## src/rtl/ram_bist_pkg.sv

```systemverilog
// Shared types and constants for the RAM built-in self-test.
package ram_bist_pkg;

  typedef enum logic [2:0] {
    IDLE,
    WRITE,
    READ,
    DRAIN,
    DONE
  } state_t;

  localparam logic [7:0] ERR_CNT_MAX  = 8'd255;
  localparam logic [7:0] DEFAULT_SEED = 8'hA5;

endpackage

```

## src/rtl/ram_bist_cmp.sv

```systemverilog
// Read-back checker: aligns address/expected data with the registered RAM
// output, counts mismatches (saturating) and captures the first failing address.
module ram_bist_cmp #(
  parameter int unsigned ADDR_W = 10,
  parameter int unsigned DATA_W = 8
) (
  input  logic              i_clk,
  input  logic              i_rst,
  input  logic              i_clr,
  input  logic              i_vld,
  input  logic [ADDR_W-1:0] i_addr,
  input  logic [DATA_W-1:0] i_exp,
  input  logic [DATA_W-1:0] i_rdata,
  output logic [7:0]        o_err_cnt,
  output logic [ADDR_W-1:0] o_fail_addr,
  output logic              o_mismatch
);
  import ram_bist_pkg::*;

  logic              r_chk_vld;
  logic [ADDR_W-1:0] r_addr;
  logic [DATA_W-1:0] r_exp;
  logic [7:0]        r_err_cnt;
  logic [ADDR_W-1:0] r_fail_addr;
  logic              w_mismatch;

  assign w_mismatch = r_chk_vld && (i_rdata != r_exp);

  always_ff @(posedge i_clk) begin
    if (i_rst) begin
      r_chk_vld   <= 1'b0;
      r_addr      <= '0;
      r_exp       <= '0;
      r_err_cnt   <= '0;
      r_fail_addr <= '0;
    end else begin
      r_chk_vld <= i_vld;
      r_addr    <= i_addr;
      r_exp     <= i_exp;
      if (i_clr) begin
        r_err_cnt   <= '0;
        r_fail_addr <= '0;
      end else if (w_mismatch) begin
        if (r_err_cnt != ERR_CNT_MAX) r_err_cnt <= r_err_cnt + 8'd1;
        if (r_err_cnt == '0) r_fail_addr <= r_addr;
      end
    end
  end

  assign o_err_cnt   = r_err_cnt;
  assign o_fail_addr = r_fail_addr;
  assign o_mismatch  = w_mismatch;

endmodule

```

## src/rtl/ram_bist.sv

```systemverilog
// RAM self-test initiator: writes a seeded address pattern, reads it back and
// reports pass/error count/first failing address. RAM_BIST_INV_PASS_EN adds a
// second pass with the complemented pattern.
module ram_bist
  import ram_bist_pkg::*;
#(
  parameter int unsigned       ADDR_W = 10,
  parameter int unsigned       DATA_W = 8,
  parameter logic [DATA_W-1:0] SEED   = DATA_W'(DEFAULT_SEED)
) (
  input  logic              i_clk,
  input  logic              i_rst,
  input  logic              i_start,
  output logic              o_busy,
  output logic              o_done,
  output logic              o_pass,
  output logic [7:0]        o_err_cnt,
  output logic [ADDR_W-1:0] o_fail_addr,
  output logic              o_ram_we,
  output logic [ADDR_W-1:0] o_ram_addr,
  output logic [DATA_W-1:0] o_ram_wdata,
  input  logic [DATA_W-1:0] i_ram_rdata
);

  state_t            r_state;
  logic [ADDR_W-1:0] r_cnt;
  logic              r_inv;
  logic              r_we;
  logic [DATA_W-1:0] r_wdata;
  logic              r_busy;
  logic              r_done;
  logic              r_pass;

  logic [ADDR_W-1:0] w_cnt_inc;
  logic              w_cnt_last;
  logic [DATA_W-1:0] w_inv_mask;
  logic [DATA_W-1:0] w_exp_cur;
  logic [DATA_W-1:0] w_exp_inc;
  logic              w_start_acc;
  logic              w_second_pass;
  logic [7:0]        w_err_cnt;
  logic              w_mismatch;

  assign w_cnt_inc   = r_cnt + ADDR_W'(1);
  assign w_cnt_last  = (r_cnt == '1);
  assign w_inv_mask  = {DATA_W{r_inv}};
  assign w_exp_cur   = DATA_W'(r_cnt) ^ SEED ^ w_inv_mask;
  assign w_exp_inc   = DATA_W'(w_cnt_inc) ^ SEED ^ w_inv_mask;
  assign w_start_acc = (r_state == IDLE) && i_start;

`ifdef RAM_BIST_INV_PASS_EN
  always_ff @(posedge i_clk) begin
    if (i_rst || w_start_acc) r_inv <= 1'b0;
    else if (r_state == DRAIN && !r_inv) r_inv <= 1'b1;
  end
  assign w_second_pass = !r_inv;
`else
  assign r_inv         = 1'b0;
  assign w_second_pass = 1'b0;
`endif

  // Write data is registered one address ahead so it lines up with r_cnt.
  always_ff @(posedge i_clk) begin
    if (i_rst) begin
      r_state <= IDLE;
      r_cnt   <= '0;
      r_we    <= 1'b0;
      r_wdata <= '0;
      r_busy  <= 1'b0;
      r_done  <= 1'b0;
      r_pass  <= 1'b0;
    end else begin
      r_done <= 1'b0;
      unique case (r_state)
        IDLE: begin
          if (i_start) begin
            r_state <= WRITE;
            r_cnt   <= '0;
            r_we    <= 1'b1;
            r_wdata <= SEED;
            r_busy  <= 1'b1;
            r_pass  <= 1'b0;
          end
        end
        WRITE: begin
          r_cnt   <= w_cnt_inc;
          r_wdata <= w_exp_inc;
          if (w_cnt_last) begin
            r_state <= READ;
            r_we    <= 1'b0;
          end
        end
        READ: begin
          r_cnt <= w_cnt_inc;
          if (w_cnt_last) r_state <= DRAIN;
        end
        DRAIN: begin
          if (w_second_pass) begin
            r_state <= WRITE;
            r_we    <= 1'b1;
            r_wdata <= ~SEED;
          end else begin
            r_state <= DONE;
            r_done  <= 1'b1;
            // Include the final-location compare resolving in this cycle.
            r_pass  <= (w_err_cnt == '0) && !w_mismatch;
          end
        end
        DONE: begin
          r_state <= IDLE;
          r_busy  <= 1'b0;
        end
        default: r_state <= IDLE;
      endcase
    end
  end

  ram_bist_cmp #(
    .ADDR_W(ADDR_W),
    .DATA_W(DATA_W)
  ) u_cmp (
    .i_clk      (i_clk),
    .i_rst      (i_rst),
    .i_clr      (w_start_acc),
    .i_vld      (r_state == READ),
    .i_addr     (r_cnt),
    .i_exp      (w_exp_cur),
    .i_rdata    (i_ram_rdata),
    .o_err_cnt  (w_err_cnt),
    .o_fail_addr(o_fail_addr),
    .o_mismatch (w_mismatch)
  );

  assign o_busy      = r_busy;
  assign o_done      = r_done;
  assign o_pass      = r_pass;
  assign o_err_cnt   = w_err_cnt;
  assign o_ram_we    = r_we;
  assign o_ram_addr  = r_cnt;
  assign o_ram_wdata = r_wdata;

endmodule
```

## config.mk

```make
export PLATFORM = sky130hd
export DESIGN_NAME = ram_bist
export DESIGN_NICKNAME = d
export VERILOG_FILES = /design/src/rtl/ram_bist_pkg.sv /design/src/rtl/ram_bist_cmp.sv /design/src/rtl/ram_bist.sv
export SDC_FILE = /design/constraint.sdc
export NUM_CORES = 1
export LEC_CHECK = 0
export ABC_AREA = 1
export BUFFER_PORTS_ARGS = -buffer_cell sky130_fd_sc_hd__buf_2
export CORE_ASPECT_RATIO = 0.75
export CORE_UTILIZATION = 54
export CTS_CLUSTER_SIZE = 14
export DETAILED_ROUTE_END_ITERATION = 8
export GPL_TIMING_DRIVEN = 0
export PLACE_DENSITY = 0.79
export SLEW_MARGIN = 20
export SYNTH_ARGS = -nofsm -noshare
export SYNTH_HDL_FRONTEND = slang
export SYNTH_SLANG_ARGS = --single-unit
```

## constraint.sdc

```tcl
create_clock -name i_clk -period 1.6 [get_ports i_clk]
set_input_delay 0 -clock i_clk [delete_from_list [all_inputs] [get_ports i_clk]]
set_output_delay 0 -clock i_clk [all_outputs]
set_load 0.005 [all_outputs]
```

== After elaboration in Yosys (flattened, before gate mapping) ==
Cells that the tools add are included.

* Flip-flop bits (word level): 62
* Input bits: 11
* Output and inout port bits: 40
* Logic and storage cells: 61

* Add/sub/neg operators: 2
* Eq/ne operators: 10
* Multiplexer cells: 15
* Bitwise operators: 2
* Reductions and logical operators: 20

{| class="wikitable"
|+ Operators with widths
! kind !! number
|-
| $pmux 10 s2 || 1
|-
| $pmux 8 s2 || 1
|-
| $pmux 3 s4 || 1
|-
| $reduce_and 2->1 || 6
|-
| $add 10x1->10 const B || 1
|-
| $eq 10x10->1 const B || 1
|-
| $mux 10 || 1
|-
| $mux 3 || 3
|-
| $add 8x1->8 const B || 1
|-
| $logic_not 8->1 || 1
|-
| $mux 8 || 1
|-
| $ne 8x8->1 || 1
|-
| $ne 8x8->1 const B || 1
|-
| $not 4->4 || 2
|-
| $reduce_bool 2->1 || 4
|-
| $eq 3x2->1 const B || 2
|-
| $ne 2x2->1 const B || 3
|-
| $pmux 1 s2 || 3
|-
| $reduce_and 3->1 || 2
|-
| $mux 1 || 4
|-
| $reduce_or 2->1 || 2
|-
| $eq 3x1->1 const B || 1
|-
| $eq 3x3->1 const B || 1
|-
| $logic_and 1x1->1 || 3
|-
| other kinds (2) || 2
|}

== Depth between registers and ports, before layout ==
* Word-level depth: 5
* Mapped depth: 11
* Depth with buffers taken out: 10

== Modules after synthesis ==
Synthesis repeated with hierarchy kept, for this count alone.

* Cells, all modules: 419
* Area, all modules: 2,871.5 um2

{| class="wikitable"
|+ By module, submodules not included
! module !! times used !! cells an instance !! area an instance (um2) !! seq. area each (um2)
|-
| ram_bist_cmp || 1 || 255 || 1,691.6 || 740.7
|-
| ram_bist || 1 || 164 || 1,179.9 || 500.5
|}

== Least setup slack after synthesis ==
No wires, ideal clock.

* Path type: register to register
* From: register u_cmp.r_err_cnt[0], in the netlist u_cmp.o_err_cnt[0]
* To: register u_cmp.r_fail_addr[1], in the netlist u_cmp.o_fail_addr[1]
* Library setup time: 0.113 ns
* Data arrival time: 1.386 ns
* Data required time: 1.487 ns
* Path slack: 0.101 ns
* Stages on the path, launching flop included: 9
* Path buffers: 1
* Clock period less this slack: 1.499 ns
* Path through: dfxtp_1 > inv_1 > ha_1 > nand2_2 > nor4_4 > nand3_4 > buf_6 > nor2_1 > nor2_1

* Cells in the longest elaborated chain, start to end: 2

{| class="wikitable"
|+ RTL lines
! element !! RTL line !! text
|-
| start: declaration || ram_bist_cmp.sv:23 || <nowiki>logic [7:0] r_err_cnt;</nowiki>
|-
| start signal: assignment || ram_bist_cmp.sv:44 || <nowiki>if (r_err_cnt != ERR_CNT_MAX) r_err_cnt <= r_err_cnt + 8'd1;</nowiki>
|-
| $logic_not 8->1 || ram_bist_cmp.sv:45 || <nowiki>if (r_err_cnt == '0) r_fail_addr <= r_addr;</nowiki>
|-
| $reduce_and 2->1 (no source line) || n/a ||
|-
| end signal: assignment || ram_bist_cmp.sv:45 ||
|-
| end: declaration || ram_bist_cmp.sv:24 || <nowiki>logic [ADDR_W-1:0] r_fail_addr;</nowiki>
|}

Every way passes these cells.
A chain may end at the register's enable or synchronous reset.

== Worst setup path after layout ==
* From: register u_cmp.r_err_cnt[1], in the netlist u_cmp.o_err_cnt[1]
* To: register u_cmp.r_err_cnt[2], in the netlist u_cmp.o_err_cnt[2]

* Cells in the longest elaborated chain, start to end: 2
* Elaborated cells on any way between the ends: 3
* Those cells by class: add/sub: 1; eq/ne: 1; reduce/logical: 1

{| class="wikitable"
|+ RTL lines
! element
|-
| branches (longest 2 deep; another with $add 8x1->8)
|}

Parallel ways; which one is timed is not known.

==> run_results.csv <==
group,metric,value,unit
outcome,outcome,"finished, final reports clean",
worst_setup_path,cp-end-kind,"register",
worst_setup_path,worstPathRequired,1.86,ns
timing,fmax,654,MHz
clock_network,clk_latency,0.34,ns
power,power_density,881,mW/mm^2
cells_and_area,multiInputGateArea,0.00118,mm^2
worst_hold_path,hp-class,"in -> reg",
synthesis,async_flop_share,0,%
place,portBuffers,49,
cells_and_area,syn_to_final_growth,21.5,%
cells_and_area,design_area,0.00309,mm^2
timing,skew,0.00469,ns
synthesis,syn-cell-area,0.00254,mm^2
cells_and_area,final_common_cell,"nand2_1",
power,peakVddDrop,0.630,mV
power,p_leak,0.00148,uW
synthesis,syn_nets,359,
die,io_pins,51,
detailed_routing,wirelength,5650,um
synthesis,yosys_warnings,0,
detailed_routing,viasPerCell,4.95,
detailed_routing,drt-initial-drc-count,113,
synthesis,synth.largest_area_cell,"dfxtp_1",
place,place_area,0.00286,mm^2
place,gp_congestion,0.921,
timing,tns,0,ns
global_route,grt_antenna_before_repair,0,
detailed_routing,drtAntennaViolNets,0,
synthesis,synth.area.top_cells,"dfxtp_1 (46%), nand2_1 (12%), nor2_1 (8.4%)",
die,fp.dieH,61.4,um
synthesis,synth_sequential_area_ratio,45.7,%
detailed_routing,vias,2316,
timing,fin_hold_ws,0.0202,ns
timing,relSlewSlack,66.2,%
timing,period_needed,1.53,ns
synthesis,synth_ff_type,"dfxtp_1",
cells_and_area,regArea,0.00116,mm^2
die,num_rows,21,
synthesis,synth-edff-count,0,
timing,setup_viol,0,
clock_network,cts_buffer_depth,2,
worst_setup_path,cp_max_fo,8,
clock_network,cts-root-buf,"clkbuf_8",
die,die_w,81.2,um
global_route,grt_pass1_vias,1837,
synthesis,ys_seq_elements,58,
synthesis,synth.distinct_cells,33,
global_route,grt_start_max_net_pins,11,
die,die-area,0.00499,mm^2
worst_setup_path,path_class,"reg -> reg",
detailed_routing,routedWlPerCell,12.1,um
cells_and_area,num_antenna_cells,0,
flow_run,drv_cap,0,
global_route,track_usage,23.1,%
timing,drv_slew,0,
timing,worst_slew_pin_slew,0.507,ns
timing,hold_violations,0,
cells_and_area,nNetsFinal,423,
global_route,grt_pass1_wl,8290,um
clock_network,cts.sinks,58,
worst_setup_path,worstPathArrival,1.79,ns
detailed_routing,first_pass_iters,4,
synthesis,synth_top_area_share,45.7,%
die,initial_core_util,56.6,%
timing,fin_crit_sh,95.5,%
clock_network,htreeDepth,3,
detailed_routing,drc,0,
clock_network,cts_made_buffers,9,
die,core,0.00449,mm^2
worst_setup_path,startpoint_type,"register",
cells_and_area,fin_util,68.7,%
clock_network,cts.clk_slew.worst_paths,0.06,ns
cells_and_area,drive_gt1_share,24.8,%
timing,rsz0062_at_grt,"false",
synthesis,syn_inst,345,
cells_and_area,nFillCells,359,
cells_and_area,layout_common_cells,"nand2_1 (79), dfxtp_1 (56), nor2_1 (54)",
global_route,grt_overflow_total,0,
synthesis,avgSynthCellArea,7.37,um^2
clock_network,tritoncts,"done",
place,dp_hpwl,3840,um
==> registers in the layout, summed over array words and instances, names as in the netlist <==
signal	count
u_cmp.r_addr	6
o_pass	1
u_cmp.r_chk_vld	1
u_cmp.o_fail_addr	10
u_cmp.r_exp	8
r_state	3
o_ram_addr	10
u_cmp.o_err_cnt	8
o_ram_we	1
o_ram_wdata	8
o_busy	1
o_done	1
==> final timing paths <==
| path | startpoint | end | slack (ns) | cells past startpoint |
|---|---|---|---|---|
| worst max register to register | u_cmp.o_err_cnt[1] | u_cmp.o_err_cnt[2] | 0.07 | 7 |
| worst max-delay path | u_cmp.o_err_cnt[1] | u_cmp.o_err_cnt[2] | 0.07 | 7 |
| worst min-delay path | i_start | r_state[0] | 0.02 | 3 |
| worst min register to register | o_ram_wdata[1] | o_ram_wdata[1] | 0.46 | 2 |
==> metal layers <==
metal	up-vias	track usage [%]	share of wire, %
li1	1195	-	-
met1	1037	29.9	48
met2	75	34.8	42
met3	9	10.1	8.1
met4	0	7.65	1.0
met5	-	0	0
==> stage by stage <==
stage                     power, uW  cells  setup WS (ns)
after floorplan                1640    345          0.101
after global placement         1700    451         -0.115
after detailed placement       1700    451         -0.126
after CTS                      2730    467        0.00900
after global routing           2830    468         0.0130
final                          2720    468         0.0721
==> where the power goes <==
part / internal, uW / switching (uW) / leakage (uW)
logic: 71.0 / 120 / 0.000937
registers: 1480 / 20.1 / 0.000472
clock network: 533 / 501 / 0.0000722
total: 2080 / 641 / 0.00148
==> cell usage after synthesis, types with 2 or more instances <==
cell type / number
ha_1: 3
inv_1: 47
nand3_1: 10
buf_2: 2
nand2_1: 83
nor2_1: 57
or2_2: 2
dfxtp_1: 58
nand4_1: 9
inv_2: 5
nand2_2: 5
nand3_2: 3
buf_1: 2
clkbuf_1: 2
xnor2_1: 4
o21ai_0: 10
buf_4: 4
a21oi_1: 17
xor2_1: 8
==> cell families after synthesis <==
logic type	share of synthesized area, %
flip-flops	45.7
AO/OA/AOI/OAI	7.58
XOR/XNOR	4.14
AND/OR/NAND/NOR	30.8
buffers and inverters	10.3
adder cells (fa/ha/maj)	1.48
==> layout make-up <==
class	count	share of cell area (%)
sequential	58	37.7
tap	57	2.31
timing repair buffer	52	8.75
multi-input combinational	225	38.2
buffer	11	2.23
inverter	52	6.32
clock inverter	1	0.162
clock buffer	12	4.38
==> what timing repair did <==
action | in CTS | in global routing
pin swaps | 2 | 1
cloned | 0 | 1
resized for setup | 2 | 19
endpoints found under the setup margin | 14 | 36
hold buffers | 1 | 0
buffers inserted | 2 | 0
endpoints found under the hold margin | 7 | 0
==> critical path, cell delays in order, from the launching register on <==
cell and delay [ns]:
dfxtp_1 0.37, ha_2 0.22, nand2_2 0.08, nor3_4 0.19
nand3_4 0.18, nand3_4 0.17, nand2_1 0.08, a21oi_1 0.15
No activity file was read; power rests on OpenSTA's default activity.
